### src/rtl/forward_hazard_unit_pkg.sv
// ----------------------------------------------------------------------------
// forward_hazard_unit_pkg
//   Shared encodings for the forwarding/hazard unit:
//     - forward-select codes driven on fwd_cntl (one 2-bit field per source)
//     - state encoding of the multi-cycle (M-extension) tracking FSM
//   Code 2'b11 of the forward select is reserved and never produced.
// ----------------------------------------------------------------------------
package forward_hazard_unit_pkg;

  typedef enum logic [1:0] {
    FORWARD_ORG = 2'b00,  // operand comes from the ID/EX register (no bypass)
    FORWARD_MEM = 2'b01,  // bypass from the EX/MEM result
    FORWARD_WB  = 2'b10   // bypass from the MEM/WB result
  } fwd_sel_e;

  typedef enum logic {
    DIV_IDLE = 1'b0,      // no multi-cycle op outstanding
    DIV_BUSY = 1'b1       // a multi-cycle op is in flight, pend_rd valid
  } div_state_e;

endpackage : forward_hazard_unit_pkg

### src/rtl/forward_hazard_unit_sat_counter.sv
// ----------------------------------------------------------------------------
// sat_counter
//   W-bit up counter that sticks at all-ones. A synchronous clear has
//   priority over the increment; the asynchronous active-low reset zeroes it.
//
// Ports:
//   clk    in   1  rising-edge clock
//   rst_n  in   1  asynchronous active-low reset
//   inc    in   1  count one event this cycle
//   clr    in   1  zero the counter at the next edge (wins over inc)
//   cnt    out  W  current count
// ----------------------------------------------------------------------------
module sat_counter #(
  parameter int W = 16
) (
  input  logic         clk,
  input  logic         rst_n,
  input  logic         inc,
  input  logic         clr,
  output logic [W-1:0] cnt
);

  logic [W-1:0] cnt_q;
  logic [W-1:0] cnt_d;

  always_comb begin
    cnt_d = cnt_q;
    if (clr) begin
      cnt_d = '0;
    end else if (inc && (cnt_q != {W{1'b1}})) begin
      cnt_d = cnt_q + 1'b1;
    end
  end

  // NOTE: sequential state is updated only with non-blocking assignments so
  // every register samples its _d value from before the edge.
  always_ff @(posedge clk or negedge rst_n) begin
    if (!rst_n) begin
      cnt_q <= '0;
    end else begin
      cnt_q <= cnt_d;
    end
  end

  assign cnt = cnt_q;

endmodule : sat_counter

### src/rtl/forward_hazard_unit.sv
// ----------------------------------------------------------------------------
// forward_hazard_unit
//   Pipeline operand-forwarding selector and stall generator.
//     - fwd_cntl: per EX source, selects MEM or WB bypass (MEM is younger and
//       wins) or the original operand. Register x0 is never forwarded.
//     - load-use hazard: ID instruction reads the destination of a load
//       currently in EX.
//     - multi-cycle hazard: while a mul/div op is outstanding, ID may not
//       issue another mul/div op, read its destination, or overwrite it (WAW).
//       The hazard stays up during the completion cycle and drops after it.
//     - saturating counters of load-use and multi-cycle stall cycles.
//
// Ports:
//   clk, rst_n                 clock / asynchronous active-low reset
//   rs_ex      [NUM_SRC*AW]    EX source addresses, source i at [i*AW +: AW]
//   rd_mem, rd_wb [AW]         MEM / WB destinations
//   reg_file_wr_mem/_wb        MEM / WB write enables
//   valid_id                   ID holds a real instruction
//   rs_id      [NUM_SRC*AW]    ID source addresses (same packing)
//   rs_used_id [NUM_SRC]       ID source i is actually read
//   rd_id [AW], reg_file_wr_id ID destination and its write enable
//   muldiv_id                  ID instruction is a multi-cycle op
//   rd_ex [AW], mem_read_ex    EX destination, EX is a load
//   div_start, div_rd [AW]     multi-cycle unit accepts an op writing div_rd
//   div_done                   multi-cycle unit writes its result this cycle
//   perf_clr                   synchronous clear of both counters
//   fwd_cntl   [2*NUM_SRC]     forward select, source i at [2i +: 2]
//   stall, bubble_ex           hold PC/IF-ID, inject NOP into ID/EX
//   div_busy                   multi-cycle op outstanding
//   load_use_cnt, div_stall_cnt [CNT_W] stall-cycle counters
// ----------------------------------------------------------------------------
module forward_hazard_unit
  import forward_hazard_unit_pkg::*;
#(
  parameter int NUM_SRC = 2,
  parameter int AW      = 5,
  parameter int CNT_W   = 16
) (
  input  logic                  clk,
  input  logic                  rst_n,
  input  logic [NUM_SRC*AW-1:0] rs_ex,
  input  logic [AW-1:0]         rd_mem,
  input  logic [AW-1:0]         rd_wb,
  input  logic                  reg_file_wr_mem,
  input  logic                  reg_file_wr_wb,
  input  logic                  valid_id,
  input  logic [NUM_SRC*AW-1:0] rs_id,
  input  logic [NUM_SRC-1:0]    rs_used_id,
  input  logic [AW-1:0]         rd_id,
  input  logic                  reg_file_wr_id,
  input  logic                  muldiv_id,
  input  logic [AW-1:0]         rd_ex,
  input  logic                  mem_read_ex,
  input  logic                  div_start,
  input  logic [AW-1:0]         div_rd,
  input  logic                  div_done,
  input  logic                  perf_clr,
  output logic [2*NUM_SRC-1:0]  fwd_cntl,
  output logic                  stall,
  output logic                  bubble_ex,
  output logic                  div_busy,
  output logic [CNT_W-1:0]      load_use_cnt,
  output logic [CNT_W-1:0]      div_stall_cnt
);

  // --------------------------------------------------------------------------
  // Forwarding select
  // --------------------------------------------------------------------------
  logic mem_fwd_ok;
  logic wb_fwd_ok;

  assign mem_fwd_ok = reg_file_wr_mem && (rd_mem != '0);
  assign wb_fwd_ok  = reg_file_wr_wb  && (rd_wb  != '0);

  // NOTE: every combinational output gets a default before the loop so no
  // path leaves it unassigned, which would otherwise infer a latch.
  always_comb begin
    fwd_cntl = '0;
    for (int i = 0; i < NUM_SRC; i++) begin
      if (mem_fwd_ok && (rs_ex[i*AW +: AW] == rd_mem)) begin
        fwd_cntl[2*i +: 2] = FORWARD_MEM;
      end else if (wb_fwd_ok && (rs_ex[i*AW +: AW] == rd_wb)) begin
        fwd_cntl[2*i +: 2] = FORWARD_WB;
      end else begin
        fwd_cntl[2*i +: 2] = FORWARD_ORG;
      end
    end
  end

  // --------------------------------------------------------------------------
  // Load-use hazard
  // --------------------------------------------------------------------------
  logic rd_ex_match;
  logic load_use;

  always_comb begin
    rd_ex_match = 1'b0;
    for (int i = 0; i < NUM_SRC; i++) begin
      if (rs_used_id[i] && (rs_id[i*AW +: AW] == rd_ex)) begin
        rd_ex_match = 1'b1;
      end
    end
  end

  assign load_use = valid_id && mem_read_ex && (rd_ex != '0) && rd_ex_match;

  // --------------------------------------------------------------------------
  // Multi-cycle op tracking FSM
  // --------------------------------------------------------------------------
  div_state_e    state_q,   state_d;
  logic [AW-1:0] pend_rd_q, pend_rd_d;

  always_comb begin
    state_d   = state_q;
    pend_rd_d = pend_rd_q;
    unique case (state_q)
      DIV_IDLE: begin
        // A completion with nothing outstanding is ignored; a start always
        // opens a new pending op.
        if (div_start) begin
          state_d   = DIV_BUSY;
          pend_rd_d = div_rd;
        end
      end
      DIV_BUSY: begin
        // A start without a completion cannot be accepted by the unit, so it
        // leaves the tracked destination alone. Completion plus start is a
        // back-to-back hand-over to the new op.
        if (div_done) begin
          if (div_start) begin
            pend_rd_d = div_rd;
          end else begin
            state_d = DIV_IDLE;
          end
        end
      end
      default: begin
        state_d   = DIV_IDLE;
        pend_rd_d = '0;
      end
    endcase
  end

  always_ff @(posedge clk or negedge rst_n) begin
    if (!rst_n) begin
      state_q   <= DIV_IDLE;
      pend_rd_q <= '0;
    end else begin
      state_q   <= state_d;
      pend_rd_q <= pend_rd_d;
    end
  end

  // --------------------------------------------------------------------------
  // Multi-cycle hazard: evaluated from the registered state, so it is still
  // set in the div_done cycle and drops the cycle after.
  // --------------------------------------------------------------------------
  logic pend_src_match;
  logic pend_waw;
  logic div_hazard;

  always_comb begin
    pend_src_match = 1'b0;
    for (int i = 0; i < NUM_SRC; i++) begin
      if (rs_used_id[i] && (rs_id[i*AW +: AW] == pend_rd_q)) begin
        pend_src_match = 1'b1;
      end
    end
  end

  assign pend_waw   = reg_file_wr_id && (rd_id == pend_rd_q);
  assign div_hazard = (state_q == DIV_BUSY) && valid_id &&
                      (muldiv_id ||
                       ((pend_rd_q != '0) && (pend_src_match || pend_waw)));

  assign stall     = load_use || div_hazard;
  assign bubble_ex = stall;
  assign div_busy  = (state_q == DIV_BUSY);

  // --------------------------------------------------------------------------
  // Performance counters
  // --------------------------------------------------------------------------
  sat_counter #(.W(CNT_W)) u_load_use_cnt (
    .clk   (clk),
    .rst_n (rst_n),
    .inc   (load_use),
    .clr   (perf_clr),
    .cnt   (load_use_cnt)
  );

  sat_counter #(.W(CNT_W)) u_div_stall_cnt (
    .clk   (clk),
    .rst_n (rst_n),
    .inc   (div_hazard),
    .clr   (perf_clr),
    .cnt   (div_stall_cnt)
  );

endmodule : forward_hazard_unit

### config.mk
export PLATFORM = sky130hd
export DESIGN_NAME = forward_hazard_unit
export DESIGN_NICKNAME = d
export VERILOG_FILES = /design/src/rtl/forward_hazard_unit_pkg.sv /design/src/rtl/forward_hazard_unit_sat_counter.sv /design/src/rtl/forward_hazard_unit.sv
export SDC_FILE = /design/constraint.sdc
export NUM_CORES = 1
export LEC_CHECK = 0
export CAP_MARGIN = 25
export CORE_ASPECT_RATIO = 0.5
export CORE_MARGIN = 2
export CORE_UTILIZATION = 55
export CTS_CLUSTER_DIAMETER = 100
export CTS_CLUSTER_SIZE = 16
export DETAILED_ROUTE_END_ITERATION = 8
export DONT_BUFFER_PORTS = 1
export PLACE_DENSITY = 0.75
export REMOVE_ABC_BUFFERS = 1
export SYNTH_ARGS = -nofsm -noshare
export SYNTH_HDL_FRONTEND = slang
export SYNTH_SLANG_ARGS = --single-unit
### constraint.sdc
create_clock -name clk -period 2.8 [get_ports clk]
set_clock_uncertainty 0.1 [all_clocks]
set_input_delay 0.56 -clock clk [delete_from_list [all_inputs] [get_ports clk]]
set_output_delay 0.56 -clock clk [all_outputs]
set_load 0.01 [all_outputs]
### Word-level counts from Yosys, hierarchy flattened

Cells that the tools add are included.

| word-level totals | value |
|---|---|
| logic and storage cells | 65 |
| output and inout port bits | 39 |
| bits of input ports | 58 |
| bits in registers | 38 |

| cells by class | value |
|---|---|
| reductions and logical operators | 28 |
| mux-type cells | 18 |
| equality and inequality tests | 12 |
| bitwise logic cells | 1 |
| add/sub/neg operators | 2 |

Operators by type and width:

| operator | count |
|---|---|
| two-way mux 16 bit | 4 |
| equality test 5 bit | 9 |
| adder 16 x 1 -> 16 bit (second input constant) | 2 |
| != test 16 bit (second input constant) | 2 |
| nonzero test 5 bit | 4 |
| logical AND 1 bit | 19 |
| two-way mux 5 bit | 2 |
| case mux 5 bit (2 select lines) | 1 |
| two-way mux 2 bit | 4 |
| two-way mux 1 bit | 6 |
| nonzero test 2 bit | 2 |
| logical OR 1 bit | 3 |
| != test 2 bit (second input constant) | 1 |
| case mux 1 bit (2 select lines) | 1 |
| inverter 1 bit | 1 |

### Depth between registers and ports, before layout

| depth | value |
|---|---|
| depth after elaboration | 11 |
| depth in mapped cells | 9 |

### Hierarchy

Synthesis repeated with hierarchy kept, for this count alone.

| second synthesis, totals | value |
|---|---|
| cell total of the unflattened synthesis | 286 |
| area total of the unflattened synthesis | 2,715.1 µm² |

By module, submodules not included:

| module | seq. area each (µm²) | area each (µm²) | cells an instance | instances |
|---|---|---|---|---|
| sat_counter | 400.4 | 942.2 | 98 | 2 |
| forward_hazard_unit | 150.1 | 830.8 | 90 | 1 |

### Worst setup path before layout

No wires, ideal clock.

| path | value |
|---|---|
| path kind | input to output |
| from | input rd_ex[0] |
| to | output stall |
| required time | 2,140 ps |
| buffers on the path | 2 |
| path slack | 194 ps |
| arrival time | 1,946 ps |
| stages | 5 |
| cell sequence | or4_1 -> o2111ai_2 -> clkbuf_1 -> nand2_1 -> buf_4 |

| between the ends | value |
|---|---|
| word-level cells in the longest chain between the ends | 6 |
| elaborated cells on any way between the ends | 10 |

RTL lines:

| element | line | text |
|---|---|---|
| from (decl) | forward_hazard_unit.sv:52 | `input logic [AW-1:0] rd_ex,` |
| equality test 5 bit | forward_hazard_unit.sv:99 | `if (rs_used_id[i] && (rs_id[i*AW +: AW] == rd_ex)) begin` |
| logical AND 1 bit | forward_hazard_unit.sv:99 |  |
| two-way mux 1 bit (2 in a row) | forward_hazard_unit.sv:99 |  |
| logical AND 1 bit * | forward_hazard_unit.sv:105 | `assign load_use = valid_id && mem_read_ex && (rd_ex != '0) && rd_ex_match;` |
| logical OR 1 bit * | forward_hazard_unit.sv:176 | `assign stall = load_use \|\| div_hazard;` |
| to (decl) | forward_hazard_unit.sv:59 | `output logic stall,` |

Mark *: on every way between the ends. The rest lies on a longest branch, timed or not.

### Final worst setup path

| path | value |
|---|---|
| from | input rd_mem[1] |
| to | output fwd_cntl[1] |

| between the ends | value |
|---|---|
| word-level cells in the longest chain between the ends | 4 |
| elaborated cells on any way between the ends | 5 |

RTL lines:

| element | line | text |
|---|---|---|
| from (decl) | forward_hazard_unit.sv:42 | `input logic [AW-1:0] rd_mem,` |
| nonzero test 5 bit | forward_hazard_unit.sv:72 | `assign mem_fwd_ok = reg_file_wr_mem && (rd_mem != '0);` |
| logical AND 1 bit | forward_hazard_unit.sv:72 |  |
| logical AND 1 bit * | forward_hazard_unit.sv:80 | `if (mem_fwd_ok && (rs_ex[i*AW +: AW] == rd_mem)) begin` |
| two-way mux 2 bit * | forward_hazard_unit.sv:80 |  |
| to (decl) | forward_hazard_unit.sv:58 | `output logic [2*NUM_SRC-1:0] fwd_cntl,` |

Marks and branches as above.

==> impl_metrics.py <==
metrics = {
    "outcome": {
        "run_status": "finished clean",
    },
    "critical_path": {
        "cp-end-kind": "output pin",
        "crit_fanout": 3,
        "critPathKind": "input pin to output pin",
        "slowest_stage": "or4_1",
        "crit_arrival_ns": 1.97,
        "crit_chain": "or4_1 -> o21ai_0 -> nor4_1 -> nor4_1 -> buf_4",
        "path_common_cell": "nor4_1",
        "path_delay_family": "simple AND/OR/NAND/NOR gates",
        "cp_num_buf_inv": 1,
        "cp.required_ns": 2.14,
        "startpoint_type": "input pin",
        "critPathMaxStageDelay_ns": 0.52,
    },
    "floorplan": {
        "core_area_um2": 4382,
        "die_w_um": 99.51,
        "fp-row-count": 17,
        "die_area_um2": 5150,
        "start_util_pct": 57.25,
        "die_h_um": 51.76,
        "io_pins": 97,
    },
    "placed_design": {
        "gp_congestion": 0.8190,
        "hpwlAfterDp_um": 4476,
        "io_buffers": 0,
    },
    "logic_synthesis": {
        "netlist_instances": 269,
        "synth-xor-area-share_pct": 22.69,
        "yosysSeqAreaShare_pct": 37.91,
        "ys_ff_latch": 38,
        "synth-compound-area-share_pct": 4.589,
        "ys_async_sr_fraction_pct": 100.0,
        "postSynthAreaPerCell_um2": 9.326,
        "yosys.area_share.simple_pct": 26.98,
        "synth_top_family_by_area": "simple AND/OR/NAND/NOR gates",
        "muxShareOfSynthArea_pct": 4.838,
        "synth_fa_ha_area_share_pct": 0.9975,
        "synth-main-ff-cell": "dfrtp_1",
        "synth_edf_count": 0,
        "synth_area_um2": 2509,
        "ys_types": 37,
        "ys_warn_count": 0,
    },
    "global_routing": {
        "grt_max_degree": 39,
        "grt_use_met2_pct": 42.45,
        "grt_pass1_wl_um": 9142,
        "grt_util_all_layers_pct": 22.75,
        "antenna_found_initial": 0,
        "overflow": 0,
        "first_global_vias": 2030,
        "met3_usage_pct": 5.645,
        "grt.busiest_layer": "met2",
        "use_met1_pct": 26.08,
    },
    "sta": {
        "fin_crit_sh_pct": 93.86,
        "rsz0062_at_grt": "no",
        "whs_ns": 0.001761,
        "timing.final.crit_period_ns": 2.628,
        "fmax_mhz": 380.5,
        "final-hold-violation-count": 0,
        "slew_viol_final": 0,
        "setup_violations": 0,
        "tightest_slew_ns": 0.7026,
        "slew_headroom_pct": 52.73,
        "setup_tns_ns": 0,
    },
    "detailed_routing": {
        "firstDrtPassIters": 4,
        "vias": 2006,
        "drtIter0Drc": 129,
        "drcViolationCount": 0,
        "vias_per_cell": 6.079,
        "drt.antenna.violating_nets": 0,
        "wirelength_um": 5760,
        "wl_per_cell_um": 17.45,
    },
    "worst_hold_path": {
        "min_path_type": "input pin to asynchronous set/reset pin",
    },
    "clock_network": {
        "cts.path.max_buffers": 2,
        "post-cts-setup-buffers": 0,
        "cts_buffers": 5,
        "cts_sinks": 38,
        "cts_root_buf": "clkbuf_8",
        "cts_tree": "built",
        "htreeDepth": 2,
        "clock_latency_ns": 0.28,
        "path_clk_slew_ns": 0.07,
    },
    "pwr": {
        "power_density_nw_per_um2": 413.8,
        "leakagePower_nw": 1.014,
        "max-vdd-ir-drop_mv": 0.2439,
    },
    "flow_run": {
        "maxCapViolCount": 0,
    },
    "final_layout": {
        "area_delta_synth_final_pct": 7.082,
        "drive_above_1_share_pct": 9.524,
        "nets": 332,
        "antenna_cells": 0,
    },
}
## kinds of logic (layout without fill, tap and decap cells)
family	Yosys count	in the layout
simple gates	126	126
flops	38	38
mux	11	11
compound gates	16	16
fa+ha+maj	2	2
buf+inv	11	15
xor+xnor	65	65
## power by group
part           leakage, nW  internal, mW  switching, mW  total, mW
clock network       0.0482         0.199          0.184      0.383
logic                0.450        0.0784         0.0611      0.140
registers            0.516         0.562         0.0274      0.589
total                 1.01         0.839          0.272       1.11
## flip-flops by register name (all words and copies together), names as in the netlist
name                 cells
div_busy                 1
u_load_use_cnt.cnt      16
pend_rd_q                5
u_div_stall_cnt.cnt     16
## per-stage QoR
stage               cells  util (%)  area (um2)  power (mW)  setup WS [ns]
detailed placement    321     58.77        2575      0.7277         0.1732
CTS                   330     61.31        2686       1.126         0.1472
floorplan             258         -        2459      0.6998         0.2867
finish                330     61.31        2686       1.112         0.1719
global route          330     61.31        2686       1.167        0.06683
global placement      321     58.77        2575      0.7189         0.2599
## synthesized netlist by cell type (3+ instances only)
master / count / share of area, %
nor2_1: 30 / 4.5
nand4_1: 5 / 1.2
nor3_1: 10 / 2.0
nor3b_1: 3 / 0.90
nor4_1: 12 / 3.0
clkbuf_1: 6 / 0.90
nand3_1: 17 / 3.4
a21oi_1: 4 / 0.80
or4_1: 9 / 2.7
o31ai_1: 3 / 0.90
buf_2: 4 / 0.80
and3_1: 6 / 1.5
nor4b_1: 3 / 1.0
dfrtp_1: 38 / 38
nor2b_1: 4 / 1.0
nand2_1: 18 / 2.7
mux2_2: 7 / 3.1
xor2_1: 18 / 6.3
xnor2_1: 47 / 16
## path summary, 6_finish.rpt
kind	from	end	slack, ns	cells past startpoint
max	rd_mem[1]	fwd_cntl[1]	0.17	5
min	rst_n	u_div_stall_cnt.cnt[0]	0.002	1
max reg2reg	u_div_stall_cnt.cnt[7]	u_div_stall_cnt.cnt[13]	0.41	7
min reg2reg	u_div_stall_cnt.cnt[14]	u_div_stall_cnt.cnt[14]	0.50	1
max in group asynchronous	rst_n	u_load_use_cnt.cnt[11]	2.40	1
min in group clk	perf_clr	u_div_stall_cnt.cnt[12]	0.23	1
## what timing repair did
item | 4_1_cts | 5_1_grt
hold buffers | 1 | 0
gates resized for setup | 0 | 0
hold endpoints to repair | 38 | 0
## cells in the final DEF, fill, tap and decap left out, types with 2 or more instances in the layout
master     n
and3_1     6
mux2i_1    2
mux2_2     7
nor3b_1    3
and4_1     2
nand3_1   17
ha_1       2
xor2_1    18
nand2_1   18
nor4b_1    3
buf_4      6
nor3_1    10
nor2b_1    4
o22ai_1    2
mux2_1     2
nor4_1    12
nand4_1    5
o21ai_0    2
o31ai_1    3
a21oi_1    4
nand2b_1   2
clkbuf_8   6
or4_1      9
dfrtp_1   38
nor2_1    30
xnor2_1   47
## area by class of cell
type,count,area (um2)
fillers,390,1695
clock buffers,7,86.33
flip-flops and latches,38,950.9
repair buffers,7,65.06
multi-input cells,220,1508
well taps,57,71.32
clock inverters,1,5.005
## layer usage
metal  part of all wire (%)  routed length, um
met3                    8.3                476
met4                   0.89                 51
met5                      0                  0
met2                     51               2914
met1                     40               2318
No activity file was read; power rests on OpenSTA's default activity.
